==> src/rtl/snitch_shared_acc_arbiter.sv <==
// Shared accelerator arbiter: round-robin issue of per-core offload requests
// to one downstream unit, with an in-order routing FIFO that steers each
// response back to the core that issued it.
module snitch_shared_acc_arbiter #(
   parameter int unsigned NrCores        = 4,
   parameter int unsigned ReqWidth       = 96,
   parameter int unsigned RspWidth       = 37,
   parameter int unsigned MaxOutstanding = 4
) (
   input  logic                               clk_i,
   input  logic                               rst_ni,
   input  logic [NrCores-1:0]                 req_valid_i,
   output logic [NrCores-1:0]                 req_ready_o,
   input  logic [NrCores-1:0][ReqWidth-1:0]   req_data_i,
   output logic                               acc_q_valid_o,
   input  logic                               acc_q_ready_i,
   output logic [ReqWidth-1:0]                acc_q_data_o,
   input  logic                               acc_p_valid_i,
   output logic                               acc_p_ready_o,
   input  logic [RspWidth-1:0]                acc_p_data_i,
   output logic [NrCores-1:0]                 rsp_valid_o,
   input  logic [NrCores-1:0]                 rsp_ready_i,
   output logic [RspWidth-1:0]                rsp_data_o,
   output logic                               busy_o
);

   localparam int unsigned IdxW = (NrCores > 1) ? $clog2(NrCores) : 1;
   localparam int unsigned PtrW = (MaxOutstanding > 1) ? $clog2(MaxOutstanding) : 1;
   localparam int unsigned CntW = $clog2(MaxOutstanding + 1);

   typedef logic [IdxW-1:0] idx_t;
   typedef logic [PtrW-1:0] ptr_t;

   idx_t            rr_ptr_q, lock_idx_q, winner, dst;
   logic            lock_q, any_valid, issue_ok, q_hs, p_hs, fifo_empty;
   idx_t            fifo_q [MaxOutstanding];
   ptr_t            rd_ptr_q, wr_ptr_q;
   logic [CntW-1:0] outstanding_q;

   function automatic ptr_t ptr_inc(input ptr_t p);
      return (p == ptr_t'(MaxOutstanding - 1)) ? '0 : p + ptr_t'(1);
   endfunction

   // Pick the winner: a held grant wins outright, otherwise the first valid
   // core at or after rr_ptr. Scanning downwards lets the nearest one win.
   always_comb begin
      int unsigned c;
      c         = 0;
      winner    = lock_idx_q;
      any_valid = 1'b0;
      if (lock_q) begin
         any_valid = req_valid_i[lock_idx_q];
      end else begin
         for (int k = NrCores - 1; k >= 0; k--) begin
            c = (int'(rr_ptr_q) + k) % NrCores;
            if (req_valid_i[c]) begin
               winner    = idx_t'(c);
               any_valid = 1'b1;
            end
         end
      end
   end

   assign issue_ok      = outstanding_q < CntW'(MaxOutstanding);
   assign acc_q_valid_o = any_valid && issue_ok;
   assign acc_q_data_o  = req_data_i[winner];
   assign q_hs          = acc_q_valid_o && acc_q_ready_i;

   assign fifo_empty    = (outstanding_q == '0);
   assign dst           = fifo_q[rd_ptr_q];
   assign acc_p_ready_o = !fifo_empty && rsp_ready_i[dst];
   assign p_hs          = acc_p_valid_i && acc_p_ready_o;
   assign rsp_data_o    = acc_p_data_i;
   assign busy_o        = !fifo_empty;

   // Only the winner sees ready; responses are steered to the FIFO head.
   always_comb begin
      req_ready_o         = '0;
      req_ready_o[winner] = acc_q_ready_i && acc_q_valid_o;
      rsp_valid_o         = '0;
      if (!fifo_empty) rsp_valid_o[dst] = acc_p_valid_i;
   end

   // Round-robin pointer and grant lock: a stalled offer keeps its winner.
   always_ff @(posedge clk_i or negedge rst_ni) begin
      if (!rst_ni) begin
         rr_ptr_q   <= '0;
         lock_q     <= 1'b0;
         lock_idx_q <= '0;
      end else if (q_hs) begin
         rr_ptr_q   <= idx_t'((int'(winner) + 1) % NrCores);
         lock_q     <= 1'b0;
      end else if (acc_q_valid_o) begin
         lock_q     <= 1'b1;
         lock_idx_q <= winner;
      end
   end

   // Routing FIFO of issuing core ids; its occupancy is the outstanding count.
   always_ff @(posedge clk_i or negedge rst_ni) begin
      if (!rst_ni) begin
         rd_ptr_q      <= '0;
         wr_ptr_q      <= '0;
         outstanding_q <= '0;
         for (int i = 0; i < int'(MaxOutstanding); i++) fifo_q[i] <= '0;
      end else begin
         if (q_hs) begin
            fifo_q[wr_ptr_q] <= winner;
            wr_ptr_q         <= ptr_inc(wr_ptr_q);
         end
         if (p_hs) rd_ptr_q <= ptr_inc(rd_ptr_q);
         case ({q_hs, p_hs})
            2'b10:   outstanding_q <= outstanding_q + CntW'(1);
            2'b01:   outstanding_q <= outstanding_q - CntW'(1);
            default: outstanding_q <= outstanding_q;
         endcase
      end
   end

   // A response with nothing in flight means the downstream unit misbehaved.
   a_no_orphan_rsp: assert property (@(posedge clk_i) disable iff (!rst_ni)
      !(acc_p_valid_i && fifo_empty));

endmodule

==> config.mk <==
export PLATFORM = sky130hd
export DESIGN_NAME = snitch_shared_acc_arbiter
export DESIGN_NICKNAME = d
export VERILOG_FILES = /design/src/rtl/snitch_shared_acc_arbiter.sv
export SDC_FILE = /design/constraint.sdc
export NUM_CORES = 1
export LEC_CHECK = 0
export BUFFER_PORTS_ARGS = -buffer_cell sky130_fd_sc_hd__buf_2
export CAP_MARGIN = 20
export CORE_AREA = 2 2 224 226
export DETAILED_ROUTE_END_ITERATION = 7
export DIE_AREA = 0 0 226 228
export HOLD_SLACK_MARGIN = 0.1
export MAX_ROUTING_LAYER = met4
export PLACE_DENSITY_LB_ADDON = 0.25
export SLEW_MARGIN = 10
export SYNTH_ARGS = -nofsm -noshare
export SYNTH_HDL_FRONTEND = slang
export SYNTH_SLANG_ARGS = --single-unit
==> constraint.sdc <==
create_clock -name clk_i -period 2.5 [get_ports clk_i]
set_input_delay 0.125 -clock clk_i [delete_from_list [all_inputs] [get_ports clk_i]]
set_output_delay 0.125 -clock clk_i [all_outputs]
set_load 0.05 [all_outputs]
# Word level (Yosys, flattened, before mapping)
# Cells that the tools add are included.
[op_classes] add_sub_neg=8 reduce_logical=12 n_mux=40 magnitude_cmp=13 bitwise=5 n_eq_ne=4
[ops] operator="$bmux W96 S2" n=1
[ops] operator="$mux W96" n=1
[ops] operator="$lt A2 B3 Y1 const B" n=7
[ops] operator="$mux W2" n=10
[ops] operator="$mux W1" n=15
[ops] operator="$bmux W1 S2" n=6
[ops] operator="$add A2 B1 Y2 const B" n=4
[ops] operator="$and A4 B4 Y4" n=2
[ops] operator="$bwmux W8" n=1
[ops] operator="$logic_and A1 B1 Y1" n=7
[ops] operator="$eq A2 B2 Y1 const B" n=3
[ops] operator="$ge A3 B3 Y1 const B" n=2
[ops] operator="$not A2 Y3" n=2
[ops] operator="$pmux W3 S2" n=1
[ops] operator="$add A2 B2 Y2 const B" n=2
[ops] operator="$bmux W2 S2" n=1
[ops] operator="$demux W1 S2" n=2
[ops] operator="$demux W2 S2" n=1
[ops] operator="$ge A2 B1 Y1 const B" n=2
[ops] operator="$mux W4" n=1
[ops] operator="$reduce_bool A2 Y1" n=2
[ops] operator="$add A3 B1 Y3 const B" n=1
[ops] operator="$logic_not A3 Y1" n=1
[ops] operator="$lt A3 B1 Y1 const B" n=1
[ops] operator="6 further kinds" n=6
[word_totals] wordCells=92 reg_bits=20 in_bits=433

# Depth between registers and ports, before layout
# Gate-level depths: netlist of the first run.
[logic_depth] depth_word=13 ltp_mapped=13 depth_no_buf=11

# Worst setup path before layout of the first run
# OpenSTA, ideal clock, no wires.
[synth_path] kind="register -> register" from="reg lock_idx_q[0]" to="reg outstanding_q[2]" required_ns=2.375 period_less_slack_ns=2.964 path_slack_ns=-0.464 setup_time_ns=0.125 arrival_ns=2.839 stages_incl_launch_ff=13 cell_sequence="dfrtp_1 -> mux4_2 -> mux2i_1 -> nor2_1 -> and2_1 -> buf_2 -> inv_1 -> ha_1 -> inv_1 -> fa_1 -> xor2_1 -> nor2_1 -> xor2_1"
[synth_via] elab_chain_len=7 word_cells_on_any_way=9 cone_classes="eq/ne: 2; mux: 4; reduce/logical: 3"
[synth_rtl] element="start, declared" line_no="34" rtl="idx_t rr_ptr_q, lock_idx_q, winner, dst;"
[synth_rtl] element="start signal, assigned" line_no="95" rtl="lock_idx_q <= winner;"
[synth_rtl] element="$bmux W1 S2 *" line_no="52" rtl="any_valid = req_valid_i[lock_idx_q];"
[synth_rtl] element="$mux W1 (not written as such) *" line_no="52"
[synth_rtl] element="$mux W1 *" line_no="51" rtl="if (lock_q) begin"
[synth_rtl] element="$logic_and A1 B1 Y1 *" line_no="65" rtl="assign acc_q_valid_o = any_valid && issue_ok;"
[synth_rtl] element="named net acc_q_valid_o" line_no="15" rtl="output logic acc_q_valid_o,"
[synth_rtl] element="$logic_and A1 B1 Y1 *" line_no="67" rtl="assign q_hs = acc_q_valid_o && acc_q_ready_i;"
[synth_rtl] element="$eq A2 B1 Y1 or $eq A2 B2 Y1 (tied branches)" line_no="112" rtl="case ({q_hs, p_hs})"
[synth_rtl] element="$pmux W3 S2 or $reduce_bool A2 Y1 (tied branches)"
[synth_rtl] element="end signal, assigned" line_no="113" rtl="2'b10: outstanding_q <= outstanding_q + CntW'(1);"
[synth_rtl] element="end signal, assigned" line_no="114" rtl="2'b01: outstanding_q <= outstanding_q - CntW'(1);"
[synth_rtl] element="end signal, assigned" line_no="115" rtl="default: outstanding_q <= outstanding_q;"
[synth_rtl] element="end, declared" line_no="38" rtl="logic [CntW-1:0] outstanding_q;"
# Mark *: on every way through the listed nets, which the timed path passes. The rest lies on a longest branch. The select of a mux whose other input is x is not followed.
# A chain may end at the register's enable or synchronous reset.

# Worst setup path after layout of the first run
[layout_path] from="reg rr_ptr_q[1]" to="out acc_q_data_o[42]"
[layout_via] elab_chain_len=10 word_cells_on_any_way=18 cone_classes="add/sub: 3; mux: 15"
[layout_rtl] element="start, declared" line_no="34"
[layout_rtl] element="start signal, assigned" line_no="91" rtl="rr_ptr_q <= idx_t'((int'(winner) + 1) % NrCores);"
[layout_rtl] element="$add A2 B2 Y2" line_no="55" rtl="c = (int'(rr_ptr_q) + k) % NrCores;"
[layout_rtl] element="$bmux W1 S2" line_no="56" rtl="if (req_valid_i[c]) begin"
[layout_rtl] element="$mux W1 (not written as such)" line_no="56"
[layout_rtl] element="$mux W2 (3 in series)" line_no="56"
[layout_rtl] element="$mux W2 *" line_no="56"
[layout_rtl] element="$mux W2 *" line_no="51"
[layout_rtl] element="named net winner[0]" line_no="34"
[layout_rtl] element="$bmux W96 S2 *" line_no="66" rtl="assign acc_q_data_o = req_data_i[winner];"
[layout_rtl] element="$mux W96 (not written as such) *" line_no="66"
[layout_rtl] element="end, declared" line_no="17" rtl="output logic [ReqWidth-1:0] acc_q_data_o,"
# Marked as above.

==> results of run 1 <==
[cells by family after synthesis]
family,after synthesis,synth area share [%]
muxes,304,63.3
buffers and inverters,86,14.7
and+or+nand+nor,55,5.53
AOI/OAI and AO/OA,22,2.78
DFF,20,10.2
adders and majority gates,11,2.96
xor gates and xnor gates,3,0.536
[final cells by class]
type	count	area (um^2)	area share (%)
Clock buffer	3	75.1	0.628
Antenna cell	4	10.0	0.0838
Inverter	11	58.8	0.492
Timing Repair Buffer	611	4570	38.3
Multi-Input combinational cell	395	5810	48.6
Tap cell	672	841	7.04
Timing Repair inverter	2	46.3	0.387
Clock inverter	1	30.0	0.251
Sequential cell	20	503	4.21
[repair_timing]
item,CTS,global route
hold buffers,1,0
gates resized for setup,324,160
setup buffers,25,9
pin swaps,2,8
gates cloned,5,7
endpoints found under the hold margin,20,0
endpoints found under the setup margin,101,107
[metal layers]
| layer | global-route usage (%) | part of all wire [%] | up-vias | wire (um) |
|---|---|---|---|---|
| li1 | - | - | 2900 | - |
| met1 | 10.6 | 36 | 2864 | 10300 |
| met2 | 19.9 | 55 | 321 | 15800 |
| met3 | 2.09 | 7.4 | 16 | 2100 |
| met4 | 1.43 | 0.91 | 0 | 259 |
| met5 | - | 0 | - | 0 |
[metrics by stage]
| step | util, % | TNS [ns] | hold WS, ns | cell area [um^2] |
|---|---|---|---|---|
| after floorplan | - | -6.83 | -0.171 | 5690 |
| after global placement | 18.6 | -5.03 | 0.123 | 9160 |
| after detailed placement | 18.6 | -6.00 | 0.120 | 9160 |
| after CTS | 22.1 | -23.72 | 0.250 | 10900 |
| after global routing | 24.2 | -32.56 | 0.250 | 11900 |
| final | 24.2 | -22.57 | 0.250 | 11900 |
[worst max-delay path by stage]
stage               slack, ns  cells past startpoint               end
floorplan               -0.20                      9  acc_q_data_o[15]
global placement        -0.13                     10  acc_q_data_o[31]
detailed placement      -0.16                     10   acc_q_data_o[6]
CTS                     -0.34                      9  acc_q_data_o[40]
global route            -0.41                     10  acc_q_data_o[39]
finish                  -0.33                      9  acc_q_data_o[42]
[state kept, by name, summed over array words and instances (netlist names)]
signal / flops
wr_ptr_q: 2
rd_ptr_q: 2
outstanding_q: 3
lock_q: 1
rr_ptr_q: 2
fifo_q: 8
lock_idx_q: 2
[synthesized netlist by cell type (all sizes together)]
| library cell | n | area share [%] |
|---|---|---|
| a211oi | 1 | 0.15 |
| clkbuf | 8 | 0.92 |
| mux4 | 4 | 1.8 |
| buf | 67 | 13 |
| a2111oi | 1 | 0.18 |
| nand2 | 18 | 1.4 |
| or3 | 2 | 0.25 |
| a22o | 1 | 0.18 |
| fa | 1 | 0.41 |
| o21ai | 7 | 0.71 |
| ha | 10 | 2.5 |
| and3 | 5 | 0.64 |
| xnor2 | 1 | 0.18 |
| a21oi | 7 | 0.71 |
| a2111o | 1 | 0.23 |
| and2 | 3 | 0.38 |
| or4 | 1 | 0.15 |
| nor2b | 3 | 0.38 |
| a31oi | 1 | 0.13 |
| inv | 11 | 0.89 |
| mux2i | 290 | 59 |
| or2 | 1 | 0.13 |
| nand2b | 5 | 0.64 |
| o32ai | 1 | 0.18 |
| nor3 | 4 | 0.51 |
| mux2 | 10 | 2.3 |
| xor2 | 2 | 0.36 |
| a21o | 2 | 0.31 |
| dfrtp | 20 | 10 |
| nor2 | 12 | 0.92 |
| nor3b | 1 | 0.15 |
==> impl.org, run 1 <==
** STA
- In this run the tightest slew margin relative to its limit is between 60% and 70%.
- The final critical path takes up 113% of the cycle.
- Clock skew on the completed layout was measured at 0.00701 ns.
- Final Slew Violations :: 0
- Final number of setup-violating endpoints :: 100
- Actual slew at the worst max-slew pin :: roughly 0.47 ns
- Timing would allow up to approximately 350 MHz.
- For the finished layout, the period the worst path requires is 2.83 ns.
- Number of hold violations in the final report :: 0
- Slack of the critical path :: -0.326 ns
- Unrepaired setup endpoints after global routing :: true

** Clocking
- The tree is rooted in a clkbuf_16.
- Clock transition at the registers of the reported paths :: 0.06 ns
- For the worst-skew pair, the clock arrives at the later sink with an insertion delay of 0.25 ns.
- CTS Buffer Depth :: 2
- TritonCTS clock tree :: done
- Clock tree synthesis found a total of 20 sinks.
- CTS built an H-tree with a depth of 1.
- TritonCTS Buffers :: 3

** Detailed routing
- Wirelength per Cell :: 16.6 um
- The count of nets left with antenna violations once routing finished came out at 0.
- Summed over all layers, the routed wires come to approximately 28000 um.
- DR vias/cell :: between 3 and 4
- The detailed router placed 6101 vias in this run.
- Number of violations reported at the end of detailed-routing iteration 0 :: 115
- Remaining DRCs :: 0
- Detailed-router iteration count before antenna repair :: 4

** Critical path
- Reg-to-reg endpoint :: outstanding_q[2]
- The setup path with the least slack is of type flip-flop to output port.
- Crit-path max cell delay :: ~0.54 ns
- Worst reg-to-reg setup slack :: -0.01 ns
- Data required time at the worst endpoint :: about 2.4 ns
- Number of cells traversed by the worst register-to-register path :: 12
- Critical Path End Type :: output port
- Top cell family by delay on the critical path :: buffers and inverters
- Walking the worst path, the cells encountered are buf_6 > a31oi_4 > nor2_1 > a2111o_2 > clkinv_8 > buf_16 > mux2i_2 > mux2i_4 > buf_4.
- For the worst setup path, the data arrival time is around 2.7 ns.
- Counting both buffers and inverters, the worst setup path holds a total of 4.
- Maximum fanout along the worst path :: 30
- Crit path launch :: rr_ptr_q[1]
- Worst R2R Start :: lock_idx_q[0]
- Critical Path Slowest Stage Cell :: a2111o_2
- Worst setup SP type :: flip-flop

** Min path
- Worst hold path stage count :: 0
- The worst hold path begins at acc_p_data_i[12].
- WHS Endpoint :: rsp_data_o[12]
- The path class of the tightest hold or removal check is input port to output port.

** Finish
- Number of nets in the final layout :: about 1500
- Counting the fill cells in the layout gives about 5200.
- In the layout the commonest cells are buf_2, mux2i_4, mux2i_1.
- Number of standard cells in the final layout excluding fillers :: 1719
- Area growth, synth to finish :: 143%
- Leading cell type in the layout, fill and taps excluded :: buf_2
- In the final layout, the share of cells above drive strength 1 is 82.4%.

** Die
- Row count :: a little over 80
- In this run the count of I/O pins placed on the die edge is about 580.
- For this configuration, the core starts out at a cell density of under 10%.
- The core region is between 40000 and 50000 um^2.
- Die footprint :: just over 50000 um^2
- The die is approximately 230 um wide.
- Die height :: about 230 um

** Logic synthesis
- Synthesis Warnings :: 0
- Post-Syn Area per Cell :: 9.79 um^2
- The cell count after synthesis came out at 501.
- The share of the Yosys chip area taken by registers is between 10% and 20%.
- In this run, synthesis produced a sequential element count of 20.
- The number of nets in the synthesized netlist is approximately 950.
- The synthesized netlist contains ~40 unique library cells.
- The cell area that synthesis handed to floorplanning was about 4900 um^2.

** Placed design
- Buffers placed on the I/O ports in this run total between 500 and 600.
- OpenSTA, run right after detailed placement, puts the worst setup slack at -0.155 ns.
- Including well taps, the total number of placed cells is 1669.
- The congestion estimate from routability-driven global placement came to ~0.86.
- Once detailed placement completed, the half-perimeter wirelength came to around 23000 um.

** Run status
- The run finished, with violations left.
- The checks that failed: setup timing.

** Global route
- Wire length of the first global-routing pass :: ~39000 um
- The initial antenna violation count is 6.
- Vias in the first global route :: 6482
- Total track usage :: about 10%
- Overflow after GRT :: 0
- Maximum number of pins on one net before global-route repair :: 31

** Job
- Max-Cap Viols :: 0
Power of run 1 is left out: the tool's default activity adds up to more than one toggle a clock period on the data nets, which glitch-free logic cannot reach.
==> inputs of run 2 (changes only) <==
==> constraint.sdc (replaced) <==
create_clock -name clk_i -period 2.5 [get_ports clk_i]
set_input_delay 0.125 -clock clk_i [delete_from_list [all_inputs] [get_ports clk_i]]
set_output_delay 0.125 -clock clk_i [all_outputs]
set_load 0.01 [all_outputs]
==> impl.org, run 2 (same netlist as run 1, synthesis figures left out) <==
** Finish
- At the end of the flow, the number of nets in the layout was about 1500.
- Area growth, synth to finish :: 98.9%
- Top Registers :: fifo_q (8), outstanding_q (3)
- Filler Cell Count :: about 5500
- Share of post-route cells with drive strength above 1 :: around two thirds
- Max reg flops :: 8
- In the final layout, the multi-input gates occupy around 4000 um^2.
- Sequential cell area :: between 500 and 600 um^2
- The register with the most flip-flops in the final layout is fifo_q.
- The library cells used most frequently in the layout, excluding fill and tap cells, are buf_2, mux2i_1, buf_4.
- Number of standard cells in the final layout excluding fillers :: 1709
- Leaving out fill and tap cells, the most frequent cell in the layout is buf_2.

** Global route
- Across every metal layer, demand over resource in global routing totals roughly a tenth.
- Entering global routing, the biggest net connects 25 pins.
- The initial antenna violation count was 10.
- Wire length of the first global-routing pass :: approximately 39000 um
- Vias in the first global route :: about 6000
- Overflow after GRT :: 0

** Critical path
- Crit-path max cell delay :: about 0.47 ns
- STA puts the critical path data required time at around 2.4 ns.
- CP Data Arrival Time :: 2.59 ns
- Critical Path End Type :: output port
- The kind of cell with the highest combined delay along the critical path is compound AO/OA/AOI/OAI gates.
- The worst setup path is launched from a flip-flop.
- Critical Path Slowest Stage Cell :: a2111o_2
- Walking the worst path, the cells encountered are nand2_1 > a31oi_2 > nor2_1 > a2111o_2 > buf_12 > inv_16 > buf_12 > mux2i_4 > mux2i_1 > buf_2.
- Of all nets on the critical path, the largest fanout is 8.
- The critical path is of the flip-flop to output port type.
- Buffering stage count on the worst path with inverters included :: 4
- In this design, the critical path's most frequently occurring cell is buf_12.

** Die
- The initial utilization of the core area, before any placement, comes to roughly 10%.
- After floorplanning, the core was sized to cover 49300 um^2.
- Count of boundary I/O pins :: a little under 600
- In this run the core area contains 82 standard-cell rows.
- Measured along the x axis, the die boundary spans 226 um.
- The die is between 200 and 250 um tall.
- The die covers approximately 50000 um^2.

** Power and ir drop
- In this run the static leakage power is 5.13 nW.
- Of the total power, the share spent switching nets is around 44%.
- The share of total power dissipated in sequential elements is under 10%.
- In this run the power density over the cells is 1740 nW/um^2.
- Clock network power share :: between 2 and 3%
- Maximum resistive drop on vdd :: 0.000695 V
- In this run the power spent charging and discharging nets is about 7.5 mW.
- Combinational cells account for between 90% and 100% of the total power.
- The internal power of the cells totals 9.50 mW.

** Run status
- The flow ran to the end, but the final reports show violations.
- Violations in the final reports :: setup timing

** STA
- Final Slew Violations :: 0
- FMAX :: roughly 370 MHz
- Worst hold slack across all endpoints :: 0.250 ns
- Tmin final :: 2.71 ns
- Relative slew slack :: between 60 and 70%
- For the final database, setup skew stands at ~0.0083 ns.
- Final number of setup-violating endpoints :: ~100
- Actual slew at the worst max-slew pin :: ~0.5 ns
- Share of the clock period used by the worst path :: 108%
- Setup slack on the critical path of the routed design comes to -0.211 ns.
- Unrepaired setup endpoints after global routing :: true
- Number of hold violations in the final report :: 0

** Detailed routing
- After the first detailed-routing iteration, the DRC count stood at approximately 130.
- Wirelength per Cell :: approximately 17 um
- The first detailed-routing pass ran for 4 iterations.
- The count of nets left with antenna violations once routing finished came out at 0.
- WL final :: roughly 29000 um
- DR vias/cell :: 3.49
- The routed layout has between 5000 and 6000 vias.
- In the routed design, unresolved DRC markers number 0.

** Placed design
- Placer congestion estimate :: between 0.9 and 1
- OpenSTA, run right after detailed placement, puts the worst setup slack at -0.139 ns.
- DPL Wire Length :: roughly 22000 um
- Count of placed standard cells including taps :: 1653
- The count of buffers added on input and output ports is 502.

** Clocking
- Count of H-tree levels built during CTS :: 1
- TritonCTS created 3 clock buffers.
- After clock tree synthesis, the clock-pin slew on the worst setup and hold paths is 0.06 ns.
- Clock tree synthesis found a total of 20 sinks.
- CTS Buffer Depth :: 2
- Clock latency reported for the late side of the worst-skew pair :: between 0.2 and 0.3 ns
- CTS placed an instance of clkbuf_16 at the clock tree root.
- TritonCTS clock tree :: done

** Min path
- The tightest min-delay check is of the input port to output port type.

** Job
- Max-Cap Viols :: 0
-- run 2: through the flow --
stage / util (%) / total power [mW] / TNS (ns) / area [um^2]
2_1_floorplan: - / 8.42 / -0.0111 / 4930
3_3_place_gp: 16.4 / 11.6 / -0.539 / 8090
3_5_place_dp: 16.4 / 11.6 / -1.11 / 8090
4_1_cts: 18.7 / 15.8 / -15.58 / 9210
5_1_grt: 19.8 / 18.1 / -25.41 / 9760
6_report: 19.8 / 17.0 / -13.85 / 9760
-- run 2: power groups by stage --
stage | sequential, mW | clock, mW | combinational (mW)
CTS | 0.618 | 0.453 | 14.7
global route | 0.636 | 0.464 | 17.0
global placement | 0.617 | 0 | 11.0
floorplan | 0.586 | 0 | 7.83
detailed placement | 0.618 | 0 | 11.0
finish | 0.611 | 0.439 | 15.9
-- run 2: final timing paths --
path	startpoint	to	slack [ns]	cells after the start
max	rr_ptr_q[0]	acc_q_data_o[94]	-0.21	10
min	acc_p_data_i[16]	rsp_data_o[16]	0.25	0
max reg2reg	rr_ptr_q[1]	fifo_q[1]	-0.08	11
min reg2reg	outstanding_q[0]	outstanding_q[0]	0.49	1
max in group asynchronous	rst_ni	rr_ptr_q[1]	1.76	2
min in group asynchronous	rst_ni	fifo_q[6]	0.37	2
-- run 2: timing repair --
item	in CTS	in global routing
pin swaps	5	6
setup buffers	12	13
endpoints found under the setup margin	98	107
cloned	17	6
hold buffers	1	0
resized for setup	96	74
hold endpoints to repair	20	0
-- run 2: final cells by class --
| cell class | count | share of cell area [%] |
|---|---|---|
| timing repair inverter | 4 | 0.936 |
| tap | 672 | 8.62 |
| clock buffer | 3 | 0.769 |
| timing repair buffer | 599 | 41.3 |
| inverter | 11 | 0.718 |
| multi-input combinational | 396 | 42.2 |
| clock inverter | 1 | 0.308 |
| antenna | 3 | 0.0769 |
| sequential | 20 | 5.15 |
-- run 2: layer usage --
metal  global-route usage [%]  routed length (um)  up-vias
met2                     19.0               14800      330
met4                     1.76                 281        0
met5                        -                   0        -
met1                     12.3               12100     2725
met3                     2.05                2110       20
li1                         -                   -     2894
Note: power is estimated with default switching activity, not from simulation.
==> inputs of run 3 (changes only) <==
- BUFFER_PORTS_ARGS: -buffer_cell sky130_fd_sc_hd__buf_2 -> unset
- CORE_AREA: 2 2 224 226 -> 2 2 226 228
- DIE_AREA: 0 0 226 228 -> 0 0 228 230
- DONT_BUFFER_PORTS: unset -> 1
==> impl.org, run 3 (same netlist as run 1, synthesis figures left out) <==
** Global route
- Entering global routing, the biggest net connects between 40 and 50 pins.
- Global routing used a little under a tenth of the available tracks across all layers.
- Wire length of the first global-routing pass :: 33800 um
- The initial antenna violation count came to 10.
- Overflow after GRT :: 0
- The number of global-route vias before repair was 4606.

** Detailed routing
- Count of nets left with antenna violations after detail routing :: 0
- DR vias/cell :: ~3.5
- Detailed-router iteration count before antenna repair :: 4
- The detailed router finished its first iteration with around 130 violations.
- After detailed routing, the average wire length per cell comes to approximately 21 um.
- The routed layout has about 4500 vias.
- In the routed design, unresolved DRC markers number 0.
- The final layout contains routed wiring with a total length of around 27000 um.

** Power and ir drop
- Total power divided by cell area :: 2200 nW/um^2
- Leak Pwr :: 3.48 nW
- Maximum resistive drop on vdd :: ~0.0007 V

** Placed design
- Summed over all nets, the half-perimeter wirelength after detailed placement is approximately 19000 um.
- Count of input and output buffers :: 0
- Before CTS, the worst setup slack after placement is -0.269 ns.
- The congestion estimate from routability-driven global placement came to just under 0.9.
- Count of placed standard cells including taps :: ~1200

** Clocking
- Library cell used as clock root buffer :: clkbuf_16
- Clock net sink count :: 20
- Buffers inserted during clock tree synthesis total 3.
- Clock latency reported for the late side of the worst-skew pair :: about 0.25 ns
- CTS Buffer Depth :: 2
- TritonCTS clock tree :: done
- Clock transition at the registers of the reported paths :: around 0.060 ns
- In this run the number of H-tree levels came out at 1.

** Die
- The floorplan step defined a die boundary enclosing 52400 um^2.
- Count of boundary I/O pins :: roughly 580
- Effective utilization at floorplan :: about a tenth
- Row count :: just over 80
- Placeable core area :: about 50000 um^2
- Die height :: about 230 um
- The floorplan step set the die width to between 200 and 250 um.

** STA
- Final Slew Violations :: 0
- The number of hold violations in the final report came to 0.
- Unrepaired setup endpoints after global routing :: true
- For the pin with the worst max-slew slack, the measured transition is 0.993 ns.
- The routed design could run at a clock period as short as 2.75 ns.
- Derived from the worst setup path, the maximum achievable clock frequency is ~360 MHz.
- Relative slew slack :: around a third
- Between clock sinks in the finished design, the worst skew comes to ~0.0053 ns.
- Final number of setup-violating endpoints :: between 90 and 100
- Share of the clock period used by the worst path :: 110%
- Slack of the critical path :: -0.246 ns

** Critical path
- Number of cells traversed by the worst register-to-register path :: 10
- Series of cell instances along the critical path :: buf_6 > buf_6 > a2111oi_4 > a2111o_1 > clkinv_8 > buf_12 > buf_16 > buf_6 > mux2i_1 > mux2i_1 > buf_4
- For this run, the slowest stage of the critical path takes 0.45 ns.
- Of all nets on the critical path, the largest fanout is 7.
- Data arrives at the worst endpoint at approximately 2.6 ns.
- In this run the critical register-to-register path is launched from rd_ptr_q[0].
- STA puts the critical path data required time at roughly 2.4 ns.
- The worst setup path is of the flip-flop to output port kind.
- Worst setup SP type :: flip-flop
- The slowest stage of the critical path is the dfrtp_2 cell.
- Critical Path End Type :: output port
- Crit path launch :: rr_ptr_q[1]
- Critical path's most frequent cell :: buf_6

** Finish
- The layout has between 5000 and 6000 filler cells.
- The library cell used most frequently in the layout, excluding fill and tap cells, is mux2i_1.
- Max reg flops :: 8
- Share of post-route cells with drive strength above 1 :: a little under half
- Once layout is complete, the utilization of the core stands at between 10% and 20%.
- Top Registers :: fifo_q (8), outstanding_q (3)
- Number of standard cells in the final layout excluding fillers :: around 1300
- Number of nets in the final layout :: 1047
- Ranked by flip-flop count, first place goes to fifo_q.
- In the layout the commonest cells are mux2i_1, buf_4, mux2i_2.
- Area growth, synth to finish :: 64.7%

** Run status
- The checks that failed: setup timing.
- Run status :: complete, but fails checks

** Job
- Max-cap violations in this run came to 0.

** Min path
- Along the worst hold path, the cell count comes to 3.
- The min-delay analysis places its worst path in the category input port to flip-flop.
- The startpoint identified for the worst hold timing path is acc_q_ready_i.
[run 3: cell types whose count changed in the layout (fill, tap and decap cells not counted), sizes merged]
| cell | previous run | this run |
|---|---|---|
| diode | 3 | 7 |
| a22o | 2 | 1 |
| clkinv | 3 | 2 |
| buf | 593 | 165 |
| inv | 12 | 9 |
| clkbuf | 7 | 8 |
[run 3: critical path, delay by kind of cell (launching register included)]
kind / cells / cell delay, ns
buffers and inverters: 7 / 0.96
AOI/OAI and AO/OA: 2 / 0.59
muxes: 2 / 0.36
DFF: 1 / 0.45
[run 3: metal layers]
layer / global-route usage (%) / wire length, um / up-vias / share of wire [%]
li1: - / - / 2014 / -
met1: 11.2 / 11800 / 2177 / 43
met2: 15.2 / 13300 / 315 / 48
met3: 2.32 / 1740 / 31 / 6.4
met4: 2.37 / 625 / 0 / 2.3
met5: - / 0 / - / 0
[run 3: cell type report]
type                            instances  area, um^2  share of cell area [%]
Clock inverter                          1        30.0                   0.372
Sequential cell                        20         503                    6.22
Clock buffer                            3        75.1                   0.929
Tap cell                              672         841                    10.4
Inverter                               11        68.8                   0.851
Multi-Input combinational cell        395        4340                    53.7
Antenna cell                            7        17.5                   0.217
Timing Repair Buffer                  172        2210                    27.3
[run 3: final timing paths]
| kind | end | slack [ns] |
|---|---|---|
| hold reg to reg | outstanding_q[0] | 0.49 |
| setup / recovery | acc_q_data_o[55] | -0.25 |
| hold / removal | lock_idx_q[0] | 0.11 |
| setup reg to reg | outstanding_q[2] | 0.03 |
| max in group asynchronous | rr_ptr_q[1] | 1.34 |
| min in group asynchronous | rd_ptr_q[1] | 0.48 |
[run 3: power breakdown]
| group | switching [mW] | internal (mW) | total (mW) |
|---|---|---|---|
| clock network | 0.126 | 0.318 | 0.443 |
| logic | 7.33 | 9.40 | 16.7 |
| registers | 0.130 | 0.493 | 0.623 |
| total | 7.59 | 10.2 | 17.8 |
[run 3: metrics by stage]
| stage | power, mW | hold slack, ns | setup TNS [ns] | instance area, um^2 |
|---|---|---|---|---|
| after floorplan | 8.42 | -0.171 | -0.0111 | 4930 |
| after global placement | 11.2 | -0.170 | -1.55 | 6050 |
| after detailed placement | 11.3 | -0.170 | -3.70 | 6050 |
| after CTS | 16.4 | 0.106 | -15.74 | 7470 |
| after global routing | 18.8 | 0.145 | -24.16 | 8080 |
| final | 17.8 | 0.107 | -15.19 | 8080 |
[run 3: repair_timing]
item,CTS,global route
gates cloned,20,7
hold endpoints to repair,20,0
resized for setup,114,90
setup endpoints to repair,98,101
pin swaps,14,11
hold buffers,1,0
buffers inserted,29,18
